### config.mk
export PLATFORM = sky130hd
export DESIGN_NAME = conv_mac_rr_sched
export DESIGN_NICKNAME = d
export VERILOG_FILES = /design/src/rtl/conv_mac_rr_sched.sv
export SDC_FILE = /design/constraint.sdc
export NUM_CORES = 1
export LEC_CHECK = 0
export CAP_MARGIN = 10
export CORE_UTILIZATION = 60
export CTS_CLUSTER_SIZE = 20
export DETAILED_ROUTE_END_ITERATION = 10
export PLACE_DENSITY = 0.84
export RECOVER_POWER = 25
export SETUP_SLACK_MARGIN = 0.3
export SLEW_MARGIN = 40
export SYNTH_ARGS = -nofsm -noshare
export SYNTH_HDL_FRONTEND = slang
export SYNTH_SLANG_ARGS = --single-unit
### constraint.sdc
create_clock -name clk -period 10.5 [get_ports clk]
set_input_delay 2.1 -clock clk [delete_from_list [all_inputs] [get_ports clk]]
set_output_delay 2.1 -clock clk [all_outputs]
set_load 0.02 [all_outputs]
### src/rtl/conv_mac_rr_sched.sv
// Round-robin scheduler that shares one saturating MAC between N requesters.
// A requester holds the grant for a whole burst; the ReLU result is returned to that requester only.
module conv_mac_rr_sched #(
  parameter int N  = 2,
  parameter int T  = 11,
  localparam int NB = (N > 1) ? $clog2(N) : 1
) (
  input  logic            clk,
  input  logic            reset,
  input  logic [N*T-1:0]  x_data,
  input  logic [N*T-1:0]  f_data,
  input  logic [N-1:0]    req_valid,
  input  logic [N-1:0]    req_last,
  output logic [N-1:0]    req_ready,
  output logic [T-1:0]    y_data,
  output logic [N-1:0]    y_valid,
  input  logic [N-1:0]    y_ready,
  output logic [NB-1:0]   grant_id,
  output logic            busy
);

  typedef enum logic [1:0] {IDLE, STREAM, DRAIN, OUTPUT} state_t;

  localparam logic signed [T-1:0]   SMAX = {1'b0, {(T-1){1'b1}}};
  localparam logic signed [T-1:0]   SMIN = {1'b1, {(T-1){1'b0}}};
  localparam logic signed [2*T-1:0] PMAX = {{(T+1){1'b0}}, {(T-1){1'b1}}};
  localparam logic signed [2*T-1:0] PMIN = {{(T+1){1'b1}}, {(T-1){1'b0}}};
  localparam logic signed [T:0]     AMAX = {2'b00, {(T-1){1'b1}}};
  localparam logic signed [T:0]     AMIN = {2'b11, {(T-1){1'b0}}};

  state_t                state;
  logic [NB-1:0]         rr;
  logic signed [T-1:0]   acc, preg;
  logic                  hit;
  logic [NB-1:0]         hit_idx, rr_nxt;
  logic [N-1:0]          hit_oh, gnt_oh;
  logic signed [T-1:0]   xs, fs, p_sat, acc_nxt;
  logic signed [2*T-1:0] prod;
  logic signed [T:0]     sum;
  logic                  beat_acc, out_ack;

  // First valid requester at or after the rr pointer, wrapping modulo N.
  always_comb begin
    hit     = 1'b0;
    hit_idx = '0;
    for (int k = 0; k < N; k++) begin
      if (!hit && req_valid[(int'(rr) + k) % N]) begin
        hit     = 1'b1;
        hit_idx = NB'((int'(rr) + k) % N);
      end
    end
  end

  always_comb begin
    for (int i = 0; i < N; i++) begin
      hit_oh[i] = (NB'(i) == hit_idx);
      gnt_oh[i] = (NB'(i) == grant_id);
    end
  end

  assign xs   = x_data[int'(grant_id)*T +: T];
  assign fs   = f_data[int'(grant_id)*T +: T];
  assign prod = $signed({{T{xs[T-1]}}, xs}) * $signed({{T{fs[T-1]}}, fs});
  assign sum  = $signed({acc[T-1], acc}) + $signed({preg[T-1], preg});

  always_comb begin
    if (prod > PMAX)      p_sat = SMAX;
    else if (prod < PMIN) p_sat = SMIN;
    else                  p_sat = prod[T-1:0];
    if (sum > AMAX)       acc_nxt = SMAX;
    else if (sum < AMIN)  acc_nxt = SMIN;
    else                  acc_nxt = sum[T-1:0];
  end

  assign beat_acc = (state == STREAM) && req_valid[grant_id] && req_ready[grant_id];
  assign out_ack  = (state == OUTPUT) && y_ready[grant_id];
  assign rr_nxt   = (grant_id == NB'(N-1)) ? '0 : grant_id + 1'b1;

  always_ff @(posedge clk or posedge reset) begin
    if (reset) begin
      state     <= IDLE;
      rr        <= '0;
      acc       <= '0;
      preg      <= '0;
      req_ready <= '0;
      y_valid   <= '0;
      y_data    <= '0;
      grant_id  <= '0;
      busy      <= 1'b0;
    end else begin
      case (state)
        IDLE: if (hit) begin
          grant_id  <= hit_idx;
          req_ready <= hit_oh;
          busy      <= 1'b1;
          state     <= STREAM;
        end
        STREAM: begin
          // Bubbles load zero into preg, so the accumulate stage runs every cycle.
          acc  <= acc_nxt;
          preg <= beat_acc ? p_sat : '0;
          if (beat_acc && req_last[grant_id]) begin
            req_ready <= '0;
            state     <= DRAIN;
          end
        end
        DRAIN: begin
          acc     <= acc_nxt;
          preg    <= '0;
          y_data  <= acc_nxt[T-1] ? '0 : acc_nxt;
          y_valid <= gnt_oh;
          state   <= OUTPUT;
        end
        OUTPUT: if (out_ack) begin
          y_valid <= '0;
          acc     <= '0;
          preg    <= '0;
          rr      <= rr_nxt;
          busy    <= 1'b0;
          state   <= IDLE;
        end
        default: state <= IDLE;
      endcase
    end
  end

endmodule
; ---- Yosys cells after proc, flatten, opt, wreduce, memory -nomap -nowiden
; Index checks and enable logic that the tools add are counted.
; W data, S select, Z words.
[classes]
addsub = 3
n_mul = 2
div = 0
magnitude_cmp = 7
eq_ne = 6
shifts = 2
n_mux = 38
bitwise_logic = 3
reduce_logical = 21
[op_table]
columns = op, count
row1 = $mux W11, 6
row2 = $shiftx A22 B6 Y11, 2
row3 = $pmux W11 S3, 1
row4 = $gt A22 B11 Y1 const B, 1
row5 = $lt A22 B11 Y1 const B, 1
row6 = $mul A11 B11 Y22, 1
row7 = $pmux W11 S2, 1
row8 = $mux W1, 20
row9 = $add A11 B11 Y12, 1
row10 = $gt A12 B11 Y1 const B, 1
row11 = $lt A12 B11 Y1 const B, 1
row12 = $mux W10, 1
row13 = $mux W2, 5
row14 = $reduce_and A2 Y1, 5
row15 = $reduce_and A3 Y1, 3
row16 = $pmux W2 S2, 2
row17 = $pmux W2 S4, 1
row18 = $reduce_bool A2 Y1, 4
row19 = $logic_and A1 B1 Y1, 5
row20 = $mul A1 B4 Y5 const B, 1
row21 = $eq A2 B2 Y1 const B, 2
row22 = $lt A1 B2 Y1 const B, 2
row23 = $ne A2 B2 Y1 const B, 2
row24 = $lt A2 B3 Y1 const B, 1
row25 = 10 further kinds, 12
[totals]
ff_bits = 42
latchBits = 0
mem_bits_rw = 0
mem_bits_ro = 0
inputBits = 52
out_inout_bits = 17
mem_count = 0

; ---- Longest topological paths before layout
; Gate-level depths: netlist of the first run.
[logic_depth]
depth_word = 10
mapped_depth = 26

; ---- Worst setup path after synthesis of the first run
; OpenSTA, ideal clock, no wires.
[synth_timing]
path_kind = input-to-reg
startpoint = input f_data[21]
endpoint = register preg[3]
setup_time_ns = 0.145
t_arrival_ns = 7.997
required_time_ns = 10.355
slack_ns = 2.358
path_stages = 22
path_cell_list = mux2i_1 inv_1 nand2_1 fa_1 fa_1 inv_1 fa_1 fa_1 inv_1 fa_1 inv_1 ha_1 clkbuf_1 a211oi_2 o2111ai_1 a211oi_1 o21bai_1 xor2_1 or4_4 o41a_4 nor2b_1 o21ai_1
[synth_via]
elab_chain_len = 7
word_cells_on_any_way = 8
cone_classes = 1 x mul / 2 x order compare / 1 x shift / 4 x mux
[synth_lines]
columns = element, line
row1 = start: declaration, 11  ; input logic [N*T-1:0] f_data,
row2 = $shiftx A22 B6 Y11 *, 62  ; assign fs = f_data[int'(grant_id)*T +: T];
row3 = $mul A11 B11 Y22 *, 63  ; assign prod = $signed({{T{xs[T-1]}}, xs}) * $signed({{T{fs[T-1]}}, fs});
row4 = $lt A22 B11 Y1, 68  ; else if (prod < PMIN) p_sat = SMIN;
row5 = $mux W11, 68
row6 = $mux W11 *, 67  ; if (prod > PMAX) p_sat = SMAX;
row7 = $mux W11 *, 101  ; preg <= beat_acc ? p_sat : '0;
row8 = $pmux W11 S3 *, 91  ; case (state)
row9 = end signal: assignment, 101
row10 = end: declaration, 33  ; logic signed [T-1:0] acc, preg;
; Mark *: on every way between the ends. The rest lies on a longest branch, timed or not.
; A chain may end at the register's enable or synchronous reset.

; ---- Final worst setup path of the first run
[layout_timing]
startpoint = input f_data[14]
endpoint = register preg[0]
; The elaborated chain is that of the path after synthesis.

==> impl_metrics.tcl, run 1 <==
set metrics [dict create \
    endpoint_kind "flip-flop" \
    cts_hold_buffers 0 \
    critPathRequiredTime_ns 10.62 \
    holdWs_ns 0.502 \
    avgSynthCellArea_um2 8.99 \
    grt_pass1_wl_um 28200 \
    ys_top_cells_by_area "fa_1 (31%), dfrtp_1 (14%), ha_1 (10%)" \
    area_delta_synth_final_pct 14.5 \
    multi_input_area_um2 5810 \
    layout-drive-gt1-share_pct 7.12 \
    syn_inst 837 \
    violations "max-capacitance violations, max-slew violations" \
    antenna_cells 0 \
    reg2reg_from "grant_id$_DFFE_PP0P_" \
    synth-adder-area-share_pct 41.9 \
    hold_violations 0 \
    start_kind "primary input" \
    r2r-end "preg[0]$_DFFE_PP0P_" \
    cts-resized-gates 0 \
    period_minus_slack_ns 8.78 \
    cts_buffers 5 \
    final_cell_area_um2 8620 \
    grt_max_degree 42 \
    htreeDepth 2 \
    hold_end "preg[10]$_DFFE_PP0P_" \
    yosys.area.top_type "fa_1" \
    post-cts-setup-buffers 0 \
    place.gp.congestion 0.899 \
    numPortBuffers 67 \
    syn_area_um2 7530 \
    ys_async_sr_fraction_pct 100 \
    final_nets 1131 \
    place_area_um2 8420 \
    initial_core_util_pct 62.1 \
    seq_area_frac_synth_pct 13.6 \
    final_common_cell "inv_1" \
    clock-root-buffer "clkbuf_16" \
    synth_xor_xnor_area_share_pct 3.37 \
    cp_max_fo 7 \
    setup_tns_ns 0 \
    final-max-slew-violation-count 42 \
    yosys.area_share.simple_pct 12.9 \
    drtIter0Drc 506 \
    rr_worst_depth 22 \
    synth.top_cell.area_share_pct 31.4 \
    arrival_ns 8.90 \
    synth_nets 1070 \
    core_um2 12100 \
    hp-start "preg[10]$_DFFE_PP0P_" \
    seq_area_um2 1030 \
    vias 6021 \
    synth_top_family_by_area "adder cells" \
    nFillCells 909 \
    routedWlPerCell_um 15.6 \
    grt-ovfl-total 0 \
    rsz0062_at_grt "no" \
    hpwl_um 13800 \
    setup_viol 0 \
    antenna_found_initial 0 \
    rrSetupSlack_ns 2.75 \
    worstHoldPathCells 2 \
    tightestPinTransition_ns 2.17 \
    synthMuxAreaShare_pct 7.76 \
    slew_headroom_pct -44.5 \
    status "finished, violations left" \
    synth-main-ff-cell "dfrtp_1" \
    fin_skew_ns 0.00552 \
    die_x_um 114 \
    cts_num_sinks 41 \
    ant_nets 0 \
    drc 0 \
    fin_crit_sh_pct 83.6 \
    cts_tree "done" \
    fp.dieH_um 114 \
    cap_violations 1 \
    drt_pass1_iterations 5 \
    cts_buffer_depth 2 \
    die_area_um2 13000 \
    layout_common_cells "inv_1 (169), fa_1 (118), nor2_1 (93)" \
    synth_seq_cells 41 \
    ys_warn_count 0 \
    max_clock_freq_mhz 114 \
    synth_compound_area_share_pct 10.8 \
    insertion_delay_ns 0.28 \
    yosysUniqueCellTypes 59 \
    detail_route.vias_per_cell 5.64 \
    synth-edff-count 0 \
    ios 69 \
    min_path_type "flip-flop to flip-flop" \
    grt_usage_pct 27.1 \
    wl_um 16700 \
    rows 40 \
    crit_type "primary input to flip-flop" \
    grt_pass1_vias 6049 \
    clk_pin_slew_worst_paths_ns 0.06 \
]
## sequential cells by signal, indices dropped and copies added, names as in the netlist, 2 cells and up
name and flops:
y_valid 2, preg 11, y_data 10, req_ready 2
state 2, acc 11
## worst max path at each step
stage,from,slack [ns],end
floorplan,f_data[21],2.36,preg[3]$_DFFE_PP0P_
global placement,f_data[20],1.55,preg[6]$_DFFE_PP0P_
detailed placement,f_data[21],1.36,preg[8]$_DFFE_PP0P_
CTS,f_data[21],1.60,preg[0]$_DFFE_PP0P_
global route,f_data[14],1.35,preg[0]$_DFFE_PP0P_
finish,f_data[14],1.72,preg[0]$_DFFE_PP0P_
## final cells by class
cell class | count | area share [%]
Multi-Input combinational cell | 604 | 67.4
Tap cell | 168 | 2.44
Inverter | 169 | 7.36
Timing Repair Buffer | 77 | 8.61
Clock inverter | 3 | 0.799
Sequential cell | 41 | 11.9
Clock buffer | 5 | 1.45
## routing by layer
metal,global-route usage [%],up-vias,wire length (um)
li1,-,2796,-
met1,38.3,2988,7180
met2,43.7,209,7990
met3,4.89,28,1150
met4,6.32,0,349
met5,0,-,0
## stage by stage
stage               instances  worst slack (ns)  utilization [%]
floorplan                 837              2.36                -
global placement         1059              1.55             69.4
detailed placement       1059              1.36             69.5
CTS                      1067              1.60             71.1
global route             1067              1.35             71.1
finish                   1067              1.72             71.1
## logic make-up after synthesis
logic type               after synthesis
AO/OA/AOI/OAI                        119
XOR/XNOR                              29
buffers and inverters                192
adder cells (fa/ha/maj)              181
other                                  1
multiplexers                          55
flip-flops                            41
AND/OR/NAND/NOR                      219
## Yosys cell counts, types with 3 or more instances
library cell / number
nand2_1: 70
buf_1: 3
dfrtp_1: 41
o211ai_1: 4
xnor2_1: 20
mux2i_1: 28
or3_1: 3
nor2b_1: 6
o21ai_1: 7
fa_1: 118
clkbuf_1: 18
and3_1: 3
or2_2: 7
o21ai_0: 28
ha_1: 63
nand4_1: 3
mux2_2: 27
nand2b_1: 8
a21o_1: 7
o21a_1: 4
inv_1: 169
nor2_1: 93
a22o_1: 10
a21oi_1: 25
nand3_1: 6
nor3_1: 8
xor2_1: 9
a31oi_1: 3
a211oi_1: 6
## worst max-delay path, stage by stage
cell             delay [ns]
clkdlybuf4s50_1        0.41
mux2i_1                0.52
nor2_1                 0.20
fa_1                   0.77
fa_1                   0.47
fa_1                   0.49
fa_1                   0.55
inv_1                  0.06
fa_1                   0.53
inv_1                  0.04
ha_1                   0.38
a21oi_1                0.31
o2111ai_1              0.16
a211oi_1               0.40
o21bai_1               0.16
xor2_1                 0.18
or4_4                  0.54
o41a_4                 0.41
nor2_1                 0.14
o21ai_1                0.09
Power of run 1 is left out: the tool's default activity adds up to more than one toggle a clock period on the data nets, which glitch-free logic cannot reach.
==> run 2, diff against run 1 <==
==> constraint.sdc (replaced) <==
create_clock -name clk -period 8.2 [get_ports clk]
set_input_delay 1.64 -clock clk [delete_from_list [all_inputs] [get_ports clk]]
set_output_delay 1.64 -clock clk [all_outputs]
set_load 0.02 [all_outputs]
==> impl_metrics.tcl, run 2 (synthesis gave the netlist of run 1 again) <==
set metrics [dict create \
    arrival_ns 7.86 \
    ios 69 \
    vias 6160 \
    fin_skew_ns 0.00518 \
    reg2reg_from "grant_id$_DFFE_PP0P_" \
    cp_slowest_cell "fa_1" \
    r2r-end "preg[9]$_DFFE_PP0P_" \
    start_kind "primary input" \
    crit_path_end "preg[9]$_DFFE_PP0P_" \
    layout_common_cells "inv_1 (169), fa_1 (118), nor2_1 (93)" \
    cts_buffer_depth 2 \
    slew_headroom_pct -47.2 \
    drtIter0Drc 586 \
    wl_um 17600 \
    layout-drive-gt1-share_pct 11.4 \
    holdWs_ns 0.505 \
    cts_num_sinks 41 \
    cp_max_fo 8 \
    rrSetupSlack_ns 1.13 \
    max_clock_freq_mhz 130 \
    antenna_found_initial 0 \
    cp-startpoint "f_data[6]" \
    crit_type "primary input to flip-flop" \
    initial_core_util_pct 62.1 \
    tightestPinTransition_ns 2.21 \
    die_x_um 114 \
    rows 40 \
    drc 0 \
    worstHoldPathCells 1 \
    endpoint_kind "flip-flop" \
    critPathRequiredTime_ns 8.34 \
    insertion_delay_ns 0.28 \
    place.gp.congestion 0.968 \
    htreeDepth 2 \
    hpwl_um 14600 \
    crit_top_cell "fa_1" \
    cap_violations 1 \
    clk_pin_slew_worst_paths_ns 0.06 \
    grt_pass1_wl_um 29100 \
    rr_worst_depth 23 \
    antenna_cells 0 \
    rsz0062_at_grt "no" \
    hold_violations 0 \
    post-cts-setup-buffers 0 \
    clock-root-buffer "clkbuf_16" \
    fin_crit_sh_pct 94.1 \
    worstPathCellList "clkdlybuf4s50_1 -> mux2_2 -> nand2_1 -> fa_1 -> fa_1 -> inv_1 -> ha_1 -> fa_1 -> inv_1 -> fa_1 -> inv_1 -> ha_1 -> a21o_1 -> a22o_1 -> or4_4 -> a21oi_4 -> xnor2_1 -> or4_4 -> o41a_4 -> nand2_4 -> o311ai_1" \
    cts_tree "done" \
    routedWlPerCell_um 15.9 \
    grt_max_degree 42 \
    setup_viol 0 \
    grt_pass1_vias 6286 \
    area_delta_synth_final_pct 18.4 \
    final-max-slew-violation-count 42 \
    cts_buffers 5 \
    status "finished, violations left" \
    violations "max-capacitance violations, max-slew violations" \
    fp.dieH_um 114 \
    period_minus_slack_ns 7.72 \
    setup_tns_ns 0 \
    numPortBuffers 67 \
    grt-ovfl-total 0 \
    core_um2 12100 \
    final_nets 1167 \
    drt_pass1_iterations 5 \
    ant_nets 0 \
    slowest_delay_ns 0.56 \
    final_common_cell "inv_1" \
    grt_usage_pct 28.4 \
    min_path_type "flip-flop to flip-flop" \
    detail_route.vias_per_cell 5.58 \
    die_area_um2 13000 \
    reg_top3 "acc x11, preg x11, y_data x10" \
]
run 2: area by class of cell:
cell class	instances	area, um2
multi-input cells	604	5880
fillers	847	3200
flip-flops and latches	41	1030
repair buffers	113	1010
inverters	169	634
well taps	168	210
clock buffers	6	139
clock inverters	2	13.8
run 2: stage by stage:
| step | area [um2] | setup WS [ns] | std cells | utilization (%) |
|---|---|---|---|---|
| after global placement | 8670 | 0.112 | 1095 | 71.6 |
| final | 8910 | 0.481 | 1103 | 73.6 |
| after CTS | 8830 | 0.319 | 1103 | 72.9 |
| after global routing | 8910 | 0.274 | 1103 | 73.6 |
| after detailed placement | 8670 | -0.0903 | 1095 | 71.6 |
| after floorplan | 7530 | 0.518 | 837 | - |
run 2: how the worst min path moves through the flow:
stage | from | endpoint | slack [ns]
floorplan | preg[10]$_DFFE_PP0P_ | preg[10]$_DFFE_PP0P_ | 0.45
global placement | preg[4]$_DFFE_PP0P_ | preg[4]$_DFFE_PP0P_ | 0.48
detailed placement | preg[4]$_DFFE_PP0P_ | preg[4]$_DFFE_PP0P_ | 0.48
CTS | acc[0]$_DFFE_PP0P_ | acc[0]$_DFFE_PP0P_ | 0.50
global route | y_data[1]$_DFFE_PP0P_ | y_data[1]$_DFFE_PP0P_ | 0.51
finish | y_data[1]$_DFFE_PP0P_ | y_data[1]$_DFFE_PP0P_ | 0.51
run 2: routing by layer:
metal	GRT usage (%)	wire [um]
met1	37.8	7140
met2	46.1	8480
met3	7.07	1550
met4	8.14	409
met5	0	0
run 2: worst max-delay path: cells and delay by family:
kind / cells / cell delay [ns]
AOI/OAI and AO/OA: 5 / 1.20
xor gates and xnor gates: 1 / 0.09
adders and majority gates: 6 / 2.75
buffers and inverters: 4 / 0.67
muxes: 1 / 0.31
and+or+nand+nor: 4 / 1.20
run 2: timing repair:
action / 4_1_cts / 5_1_grt
gates resized for setup: 2 / 15
setup endpoints to repair: 10 / 10
hold buffers: 0 / 0
Power of run 2 is left out for the same reason.
